## src/rtl/project_arb_pkg.sv

```systemverilog
// project_arb shared types and widths.
package project_arb_pkg;

  localparam int unsigned SYM_W = 4;
  localparam int unsigned RES_W = 2;
  localparam int unsigned CNT_W = 4;

  typedef enum logic [1:0] {
    IDLE,
    HOLD,
    RESP
  } arb_state_t;

endpackage

```

## src/rtl/project_arb_rr_pick.sv

```systemverilog
// Combinational round-robin pick: first requester after 'last', wrapping modulo NUM_REQ.
module rr_pick
  import project_arb_pkg::*;
#(
  parameter int unsigned  NUM_REQ = 4,
  localparam int unsigned ID_W    = $clog2(NUM_REQ)
) (
  input  logic [NUM_REQ-1:0] req,
  input  logic [ID_W-1:0]    last,
  output logic               valid,
  output logic [ID_W-1:0]    idx
);

  logic [ID_W-1:0] cand;

  // Modulo wrap keeps cand below NUM_REQ, so unused ids are never visited.
  always_comb begin
    valid = 1'b0;
    idx   = '0;
    cand  = '0;
    for (int unsigned i = 1; i <= NUM_REQ; i++) begin
      cand = ID_W'((32'(last) + i) % NUM_REQ);
      if (!valid && req[cand]) begin
        valid = 1'b1;
        idx   = cand;
      end
    end
  end

endmodule

```

## src/rtl/project_arb.sv

```systemverilog
// project_arb: round-robin sequencer sharing one project FSM among NUM_REQ requesters.
// Optional: PROJ_ARB_STATS_EN adds the saturating txn_cnt output.
module project_arb
  import project_arb_pkg::*;
#(
  parameter int unsigned  NUM_REQ  = 4,
  parameter int unsigned  HOLD_CYC = 3,
  localparam int unsigned ID_W     = $clog2(NUM_REQ)
) (
  input  logic                          clk,
  input  logic                          rst_n,
  input  logic [NUM_REQ-1:0]            req,
  input  logic [NUM_REQ-1:0][SYM_W-1:0] sym,
  output logic [NUM_REQ-1:0]            gnt,
  output logic [SYM_W-1:0]              fsm_in,
  input  logic [RES_W-1:0]              fsm_out,
  output logic                          rsp_vld,
  output logic [ID_W-1:0]               rsp_id,
  output logic [RES_W-1:0]              rsp_data,
  output logic                          busy
`ifdef PROJ_ARB_STATS_EN
  ,
  output logic [15:0]                   txn_cnt
`endif
);

  localparam logic [CNT_W-1:0]   HOLD_LAST = CNT_W'(HOLD_CYC);
  localparam logic [NUM_REQ-1:0] GNT_ONE   = NUM_REQ'(1);
  localparam logic [ID_W-1:0]    LAST_RST  = ID_W'(NUM_REQ - 1);

  arb_state_t      state, state_nx;
  logic [CNT_W-1:0] cnt;
  logic [ID_W-1:0]  id;
  logic [ID_W-1:0]  last_grant;
  logic [ID_W-1:0]  pick_idx;
  logic             pick_vld;
  logic             hold_done;

  rr_pick #(
    .NUM_REQ (NUM_REQ)
  ) u_pick (
    .req   (req),
    .last  (last_grant),
    .valid (pick_vld),
    .idx   (pick_idx)
  );

  assign hold_done = (cnt == HOLD_LAST);
  assign busy      = (state != IDLE);

  always_ff @(posedge clk or negedge rst_n) begin
    if (!rst_n) state <= IDLE;
    else        state <= state_nx;
  end

  always_comb begin
    state_nx = state;
    case (state)
      IDLE:    if (pick_vld)  state_nx = HOLD;
      HOLD:    if (hold_done) state_nx = RESP;
      RESP:    state_nx = IDLE;
      default: state_nx = IDLE;
    endcase
  end

  // fsm_in is only written at a grant so the shared FSM never sees a spurious 0.
  always_ff @(posedge clk or negedge rst_n) begin
    if (!rst_n) begin
      gnt        <= '0;
      fsm_in     <= '0;
      rsp_vld    <= 1'b0;
      rsp_id     <= '0;
      rsp_data   <= '0;
      cnt        <= '0;
      id         <= '0;
      last_grant <= LAST_RST;
    end else begin
      gnt     <= '0;
      rsp_vld <= 1'b0;
      case (state)
        IDLE: begin
          if (pick_vld) begin
            gnt    <= GNT_ONE << pick_idx;
            fsm_in <= sym[pick_idx];
            id     <= pick_idx;
            cnt    <= CNT_W'(1);
          end
        end
        HOLD: begin
          if (hold_done) begin
            rsp_data <= fsm_out;
            rsp_id   <= id;
            rsp_vld  <= 1'b1;
          end else begin
            cnt <= cnt + CNT_W'(1);
          end
        end
        RESP:    last_grant <= id;
        default: ;
      endcase
    end
  end

`ifdef PROJ_ARB_STATS_EN
  always_ff @(posedge clk or negedge rst_n) begin
    if (!rst_n)                                       txn_cnt <= '0;
    else if (state == HOLD && hold_done && txn_cnt != '1) txn_cnt <= txn_cnt + 16'd1;
  end
`endif

endmodule

```

## config.mk

```make
export PLATFORM = sky130hd
export DESIGN_NAME = project_arb
export DESIGN_NICKNAME = d
export VERILOG_FILES = /design/src/rtl/project_arb_pkg.sv /design/src/rtl/project_arb_rr_pick.sv /design/src/rtl/project_arb.sv
export SDC_FILE = /design/constraint.sdc
export NUM_CORES = 1
export LEC_CHECK = 0
export CAP_MARGIN = 20
export CORE_MARGIN = 2
export CORE_UTILIZATION = 30
export DETAILED_ROUTE_END_ITERATION = 16
export GPL_TIMING_DRIVEN = 0
export PLACE_DENSITY_LB_ADDON = 0.12
export SLEW_MARGIN = 20
export SYNTH_ARGS = -nofsm -noshare
export SYNTH_HDL_FRONTEND = slang
export SYNTH_SLANG_ARGS = --single-unit
export TNS_END_PERCENT = 1
```

## constraint.sdc

```tcl
create_clock -name clk -period 1.7 [get_ports clk]
set_input_delay 0.34 -clock clk [delete_from_list [all_inputs] [get_ports clk]]
set_output_delay 0.34 -clock clk [all_outputs]
set_load 0.02 [all_outputs]
```

Yosys cells after proc, flatten, opt, wreduce, memory -nomap -nowiden:

Index checks and enable logic that the tools add are counted.

* reduce and logical (&&, ||, !) cells: 13
* shift-type cells: 1
* muxes and demuxes: 28
* magnitude comparators: 5
* eq/ne operators: 6
* add/sub/neg operators: 5

Operators by type and width (count)
* $mux W4: 5
* $lt A2 B3 Y1 const B: 5
* $mux W2: 6
* $mux W1: 10
* $bmux W1 S2: 4
* $bmux W4 S2: 1
* $pmux W4 S2: 1
* $ne A2 B2 Y1 const B: 3
* $reduce_and A2 Y1: 3
* $add A2 B1 Y2 const B: 2
* $add A2 B2 Y2 const B: 2
* $add A4 B1 Y4 const B: 1
* $eq A4 B2 Y1 const B: 1
* $pmux W2 S2: 1
* $reduce_bool A2 Y1: 2
* $shl A1 B2 Y4 const A: 1
* $logic_and A1 B1 Y1: 3
* $logic_not A1 Y1: 3
* $reduce_and A3 Y1: 1
* $eq A2 B1 Y1 const B: 1
* $eq A2 B2 Y1 const B: 1
* $logic_not A2 Y1: 1

* output and inout bits: 14
* logic and storage cells: 67
* input port bits: 24
* register bits: 23

Logic depth before layout (Yosys ltp):

* word-level depth: 16
* mapped depth: 6

By module:

A second synthesis with hierarchy kept.

* cell total of the unflattened synthesis: 100
* area, all modules: 1129.8 um^2

Modules (own cells, without submodules)
* project_arb: seq. area each 578.1 um^2, area an instance 1038.5 um^2, times used 1, cells each 86
* rr_pick: seq. area each 0.0 um^2, area an instance 91.3 um^2, times used 1, cells each 14

Worst setup path before layout:

No wires, ideal clock.

* path kind: register to register
* start: register last_grant[1]
* end: register fsm_in[2]
* arrival: 1.551 ns
* setup slack: 0.020 ns
* cell stages (with the launch flop): 7
* setup time: 0.129 ns
* cells stage by stage: dfstp_2 buf_6 mux2i_2 o2bb2ai_4 nor2_4 mux2i_1 o211ai_2

* word-level cells in the longest chain between the ends: 15
* elaborated cells between the ends (all ways): 29
* those cells by class: add/sub (4); mux (18); reduce/logical (7)

RTL lines
* from (decl): RTL line project_arb.sv:34 `logic [ID_W-1:0] last_grant;`
* from (signal assigned): RTL line project_arb.sv:98 `RESP: last_grant <= id;`
* $add A2 B1 Y2: RTL line project_arb_rr_pick.sv:22 `cand = ID_W'((32'(last) + i) % NUM_REQ);`
* $bmux W1 S2: RTL line project_arb_rr_pick.sv:23 `if (!valid && req[cand]) begin`
* $mux W1 (not written as such): RTL line project_arb_rr_pick.sv:23
* $mux W1: RTL line project_arb_rr_pick.sv:23
* $logic_not A1 Y1: RTL line project_arb_rr_pick.sv:23
* $logic_and A1 B1 Y1: RTL line project_arb_rr_pick.sv:23
* $mux W1: RTL line project_arb_rr_pick.sv:23
* $logic_not A1 Y1: RTL line project_arb_rr_pick.sv:23
* $logic_and A1 B1 Y1: RTL line project_arb_rr_pick.sv:23
* $mux W1: RTL line project_arb_rr_pick.sv:23
* $logic_not A1 Y1: RTL line project_arb_rr_pick.sv:23
* $logic_and A1 B1 Y1: RTL line project_arb_rr_pick.sv:23
* $mux W2: RTL line project_arb_rr_pick.sv:23
* $bmux W4 S2: RTL line project_arb.sv:84 `fsm_in <= sym[pick_idx];`
* $mux W4 (not written as such): RTL line project_arb.sv:84
* to (signal assigned): RTL line project_arb.sv:84
* to (decl): RTL line project_arb.sv:15 `output logic [SYM_W-1:0] fsm_in,`

Several ways; a longest one is shown, not always the timed one. The select of a mux whose other input is x is not followed.
A chain may end at the register's enable or synchronous reset.

Worst setup path after layout:

* start: register last_grant[1]
* end: register fsm_in[1]

The elaborated chain is that of the path after synthesis.

==> results by group <==
Die
  • Site Rows: 22
  • Number of placed I/O pins: 38
  • Floorplan die area: 0.00440 sq mm
  • Floorplan die width: 66.3 um
  • Core Box Area: 0.00369 sq mm
  • Initial Utilization: 0.316
  • Die height: 66.3 um

STA
  • PnR worst setup slack: -0.00720 ns
  • Final-report hold violation count: 0
  • Final critical-path required period: 1.71 ns
  • Minimum hold slack: 0.0491 ns
  • Number of setup violations in the final report: 1
  • Slew at the pin closest to its max-slew limit: 0.533 ns
  • Clk_skew: 0.00262 ns
  • Slew HR: 0.644
  • Setup TNS Final: -0.00720 ns
  • Final number of max-transition violations: 0
  • Highest attainable clock frequency: roughly 0.59 GHz
  • RSZ-0062 raised after global routing: true
  • Share of the clock period used by the worst path: 1.00

Status
  • Run status: complete, but fails checks
  • Failing checks: negative setup slack

Worst setup path
  • CP max FO: 8
  • Worst setup path startpoint: last_grant[1]$_DFFE_PN1N_
  • Crit path DAT: roughly 1.9 ns
  • Path type of the worst setup path: register to register
  • Startpoint class of the critical path: register
  • Endpoint required time on the critical path: 1.88 ns
  • Critical path capture point type: register
  • Reg2reg start: last_grant[1]$_DFFE_PN1N_

Flow run
  • Max-cap violations: 0

GRT
  • Vias in the first global route: 979
  • Global-route wire length before repair: 4.42 mm
  • Number of antenna violations at the first check in global routing: 0
  • Aggregate global-route resource usage: 0.130
  • Total congestion overflow: 0
  • Maximum number of pins on one net before global-route repair: 24

Clocking
  • TritonCTS clock tree: done
  • Inserted Clock Buffers: 3
  • H-tree depth: 1
  • Clk Latency, worst-skew pair: 0.26 ns
  • Clock sink total: 23
  • Root cell of the clock tree: clkbuf_8
  • Quantity of hold-fixing buffers added after cts: 0
  • CTS clk-pin slew, worst paths: 0.08 ns
  • Buffers from clock root to sink, at most: 2

Pwr
  • Power Internal: 1710 uW
  • Highest ir drop seen on vdd: 706 uV
  • Part of the power in the clock network: 0.121
  • Comb pwr share: 0.540
  • Static Leakage: 0.000739 uW
  • Power per unit of standard cell area: 1630 mW/mm^2
  • P_sw: 1070 uW
  • Sequential cell fraction of total power: 0.339
  • Switching portion of total power: 0.384

Final layout
  • Fraction of layout cells with a size suffix above 1: 0.196
  • Final Cell Area: 0.00171 sq mm
  • Syn-to-layout area delta: 46.6%
  • Antenna diode count: 0
  • Cell Count, Final, Fillers Out: 201
  • Total number of nets in the final design: 179

Place
  • Placed cell areas: 0.00160 sq mm
  • RePlAce Congestion: 0.713
  • Cell count after placement: 192
  • Count of port buffers added during placement: 37
  • Setup slack at placement: -0.366 ns
  • DPL Wire Length: 1.97 mm

Synthesis
  • Number of instances in the synthesized netlist: 107
  • Mean Syn Cell Area: 10.9 sq um
  • Share of flip-flops with an asynchronous set or reset after synthesis: 1.00
  • Sequential fraction of the synthesis area: 0.496
  • Most common flop cell mapped by yosys: dfrtp_1
  • Number of flops mapped to enable cells by yosys: 0
  • Syn Nets: approximately 130
  • Most area-hungry cell type in the Yosys netlist: dfrtp_1
  • Top cells by instance count after synthesis: dfrtp_1, nand2_1, nor2_1
  • Cell area after synthesis: 0.00117 sq mm
  • Post-synth top area share: 0.451
  • Distinct cell type count after synthesis: 37
  • Dominant cells by area after synthesis: dfrtp_1, mux2_2, dfstp_2
  • Most common cell in the synthesized netlist: dfrtp_1
  • Yosys synthesis warning count: 0
  • Synthesis-stage register bit count: 23

Detailed routing
  • Detail-routed net length per standard cell: about 13 um
  • Aggregate routed wire length: ~2.6 mm
  • Post-detailed-route DRC marker count: 0
  • Vias: ~970
  • Number of violations reported at the end of detailed-routing iteration 0: 17
  • Vias per cell: a little under 5
  • First-pass DRT Iterations: 4
  • Number of routed nets with antenna violations: 0

Min path
  • Hold Crit Class: input pin to async pin
[flip-flops by register name, summed over array words and instances (netlist names)]
register and count:
cnt 4, rsp_vld 1, state 2, id 2, gnt 4, fsm_in 4, rsp_id 2, rsp_data 2
last_grant 2
[layout make-up]
class,instances,area [sq um]
Clock buffer,4,45.0
Fill cell,381,1980
Inverter,4,15.0
Sequential cell,23,578
Tap cell,48,60.1
Multi-Input combinational cell,77,577
Buffer,3,25.0
Timing Repair Buffer,42,409
[final timing paths]
| kind | end | slack (ns) | depth (start not counted) |
|---|---|---|---|
| worst max-delay path | fsm_in[1]$_DFFE_PN0P_ | -0.007 | 6 |
| worst min-delay path | cnt[2]$_DFFE_PN0P_ | 0.05 | 1 |
| worst max register to register | fsm_in[1]$_DFFE_PN0P_ | -0.007 | 6 |
| worst min register to register | fsm_in[2]$_DFFE_PN0P_ | 0.50 | 2 |
| max in group asynchronous | last_grant[1]$_DFFE_PN1N_ | 1.28 | 1 |
| min in group clk | fsm_in[2]$_DFFE_PN0P_ | 0.50 | 2 |
[critical path: stages, from the launching register on]
cell and delay [ns]:
dfstp_2 0.54, buf_8 0.12, mux2i_4 0.26, a2bb2oi_2 0.22, nand3_1 0.11, a211o_1 0.27, o211ai_1 0.10
[power groups by stage]
stage	combinational (uW)	clock, uW	sequential [uW]
global placement	1400	0	946
floorplan	755	0	1090
finish	1500	336	942
detailed placement	1420	0	948
CTS	1430	356	941
global route	1660	371	982
[kinds of logic after synthesis]
kind of cell | after synthesis | share of synthesized area
flops | 23 | 0.496
xor+xnor | 2 | 0.0150
simple gates | 35 | 0.152
buf+inv | 7 | 0.0290
mux | 11 | 0.103
fa+ha+maj | 1 | 0.0107
compound gates | 28 | 0.194
[per-stage QoR]
step / utilization / total power, uW
after floorplan: - / 1840
after global placement: 0.433 / 2350
after detailed placement: 0.433 / 2370
after CTS: 0.448 / 2730
after global routing: 0.463 / 3010
final: 0.463 / 2780
[cell usage in the layout, fill, tap and decap left out, types with 4 or more instances in the layout]
cell	count
nor2_1	6
mux2_2	5
nand3_1	4
mux2i_1	5
o21ai_0	6
clkdlybuf4s50_1	32
dfrtp_1	21
buf_4	5
a211o_1	4
nand2_1	11
inv_1	4
[layer usage]
| metal | GRT usage | vias up | share of wire |
|---|---|---|---|
| met5 | 0 | - | 0 |
| met2 | 0.225 | 23 | 0.50 |
| met1 | 0.164 | 474 | 0.45 |
| met3 | 0.0443 | 0 | 0.052 |
| li1 | - | 475 | - |
| met4 | 0.00765 | 0 | 0 |
[repair_timing]
action,in CTS,in global routing
setup buffers,0,5
endpoints found under the setup margin,10,16
pin swaps,0,2
gates resized for setup,4,10
Power figures use the tool's default switching activity.
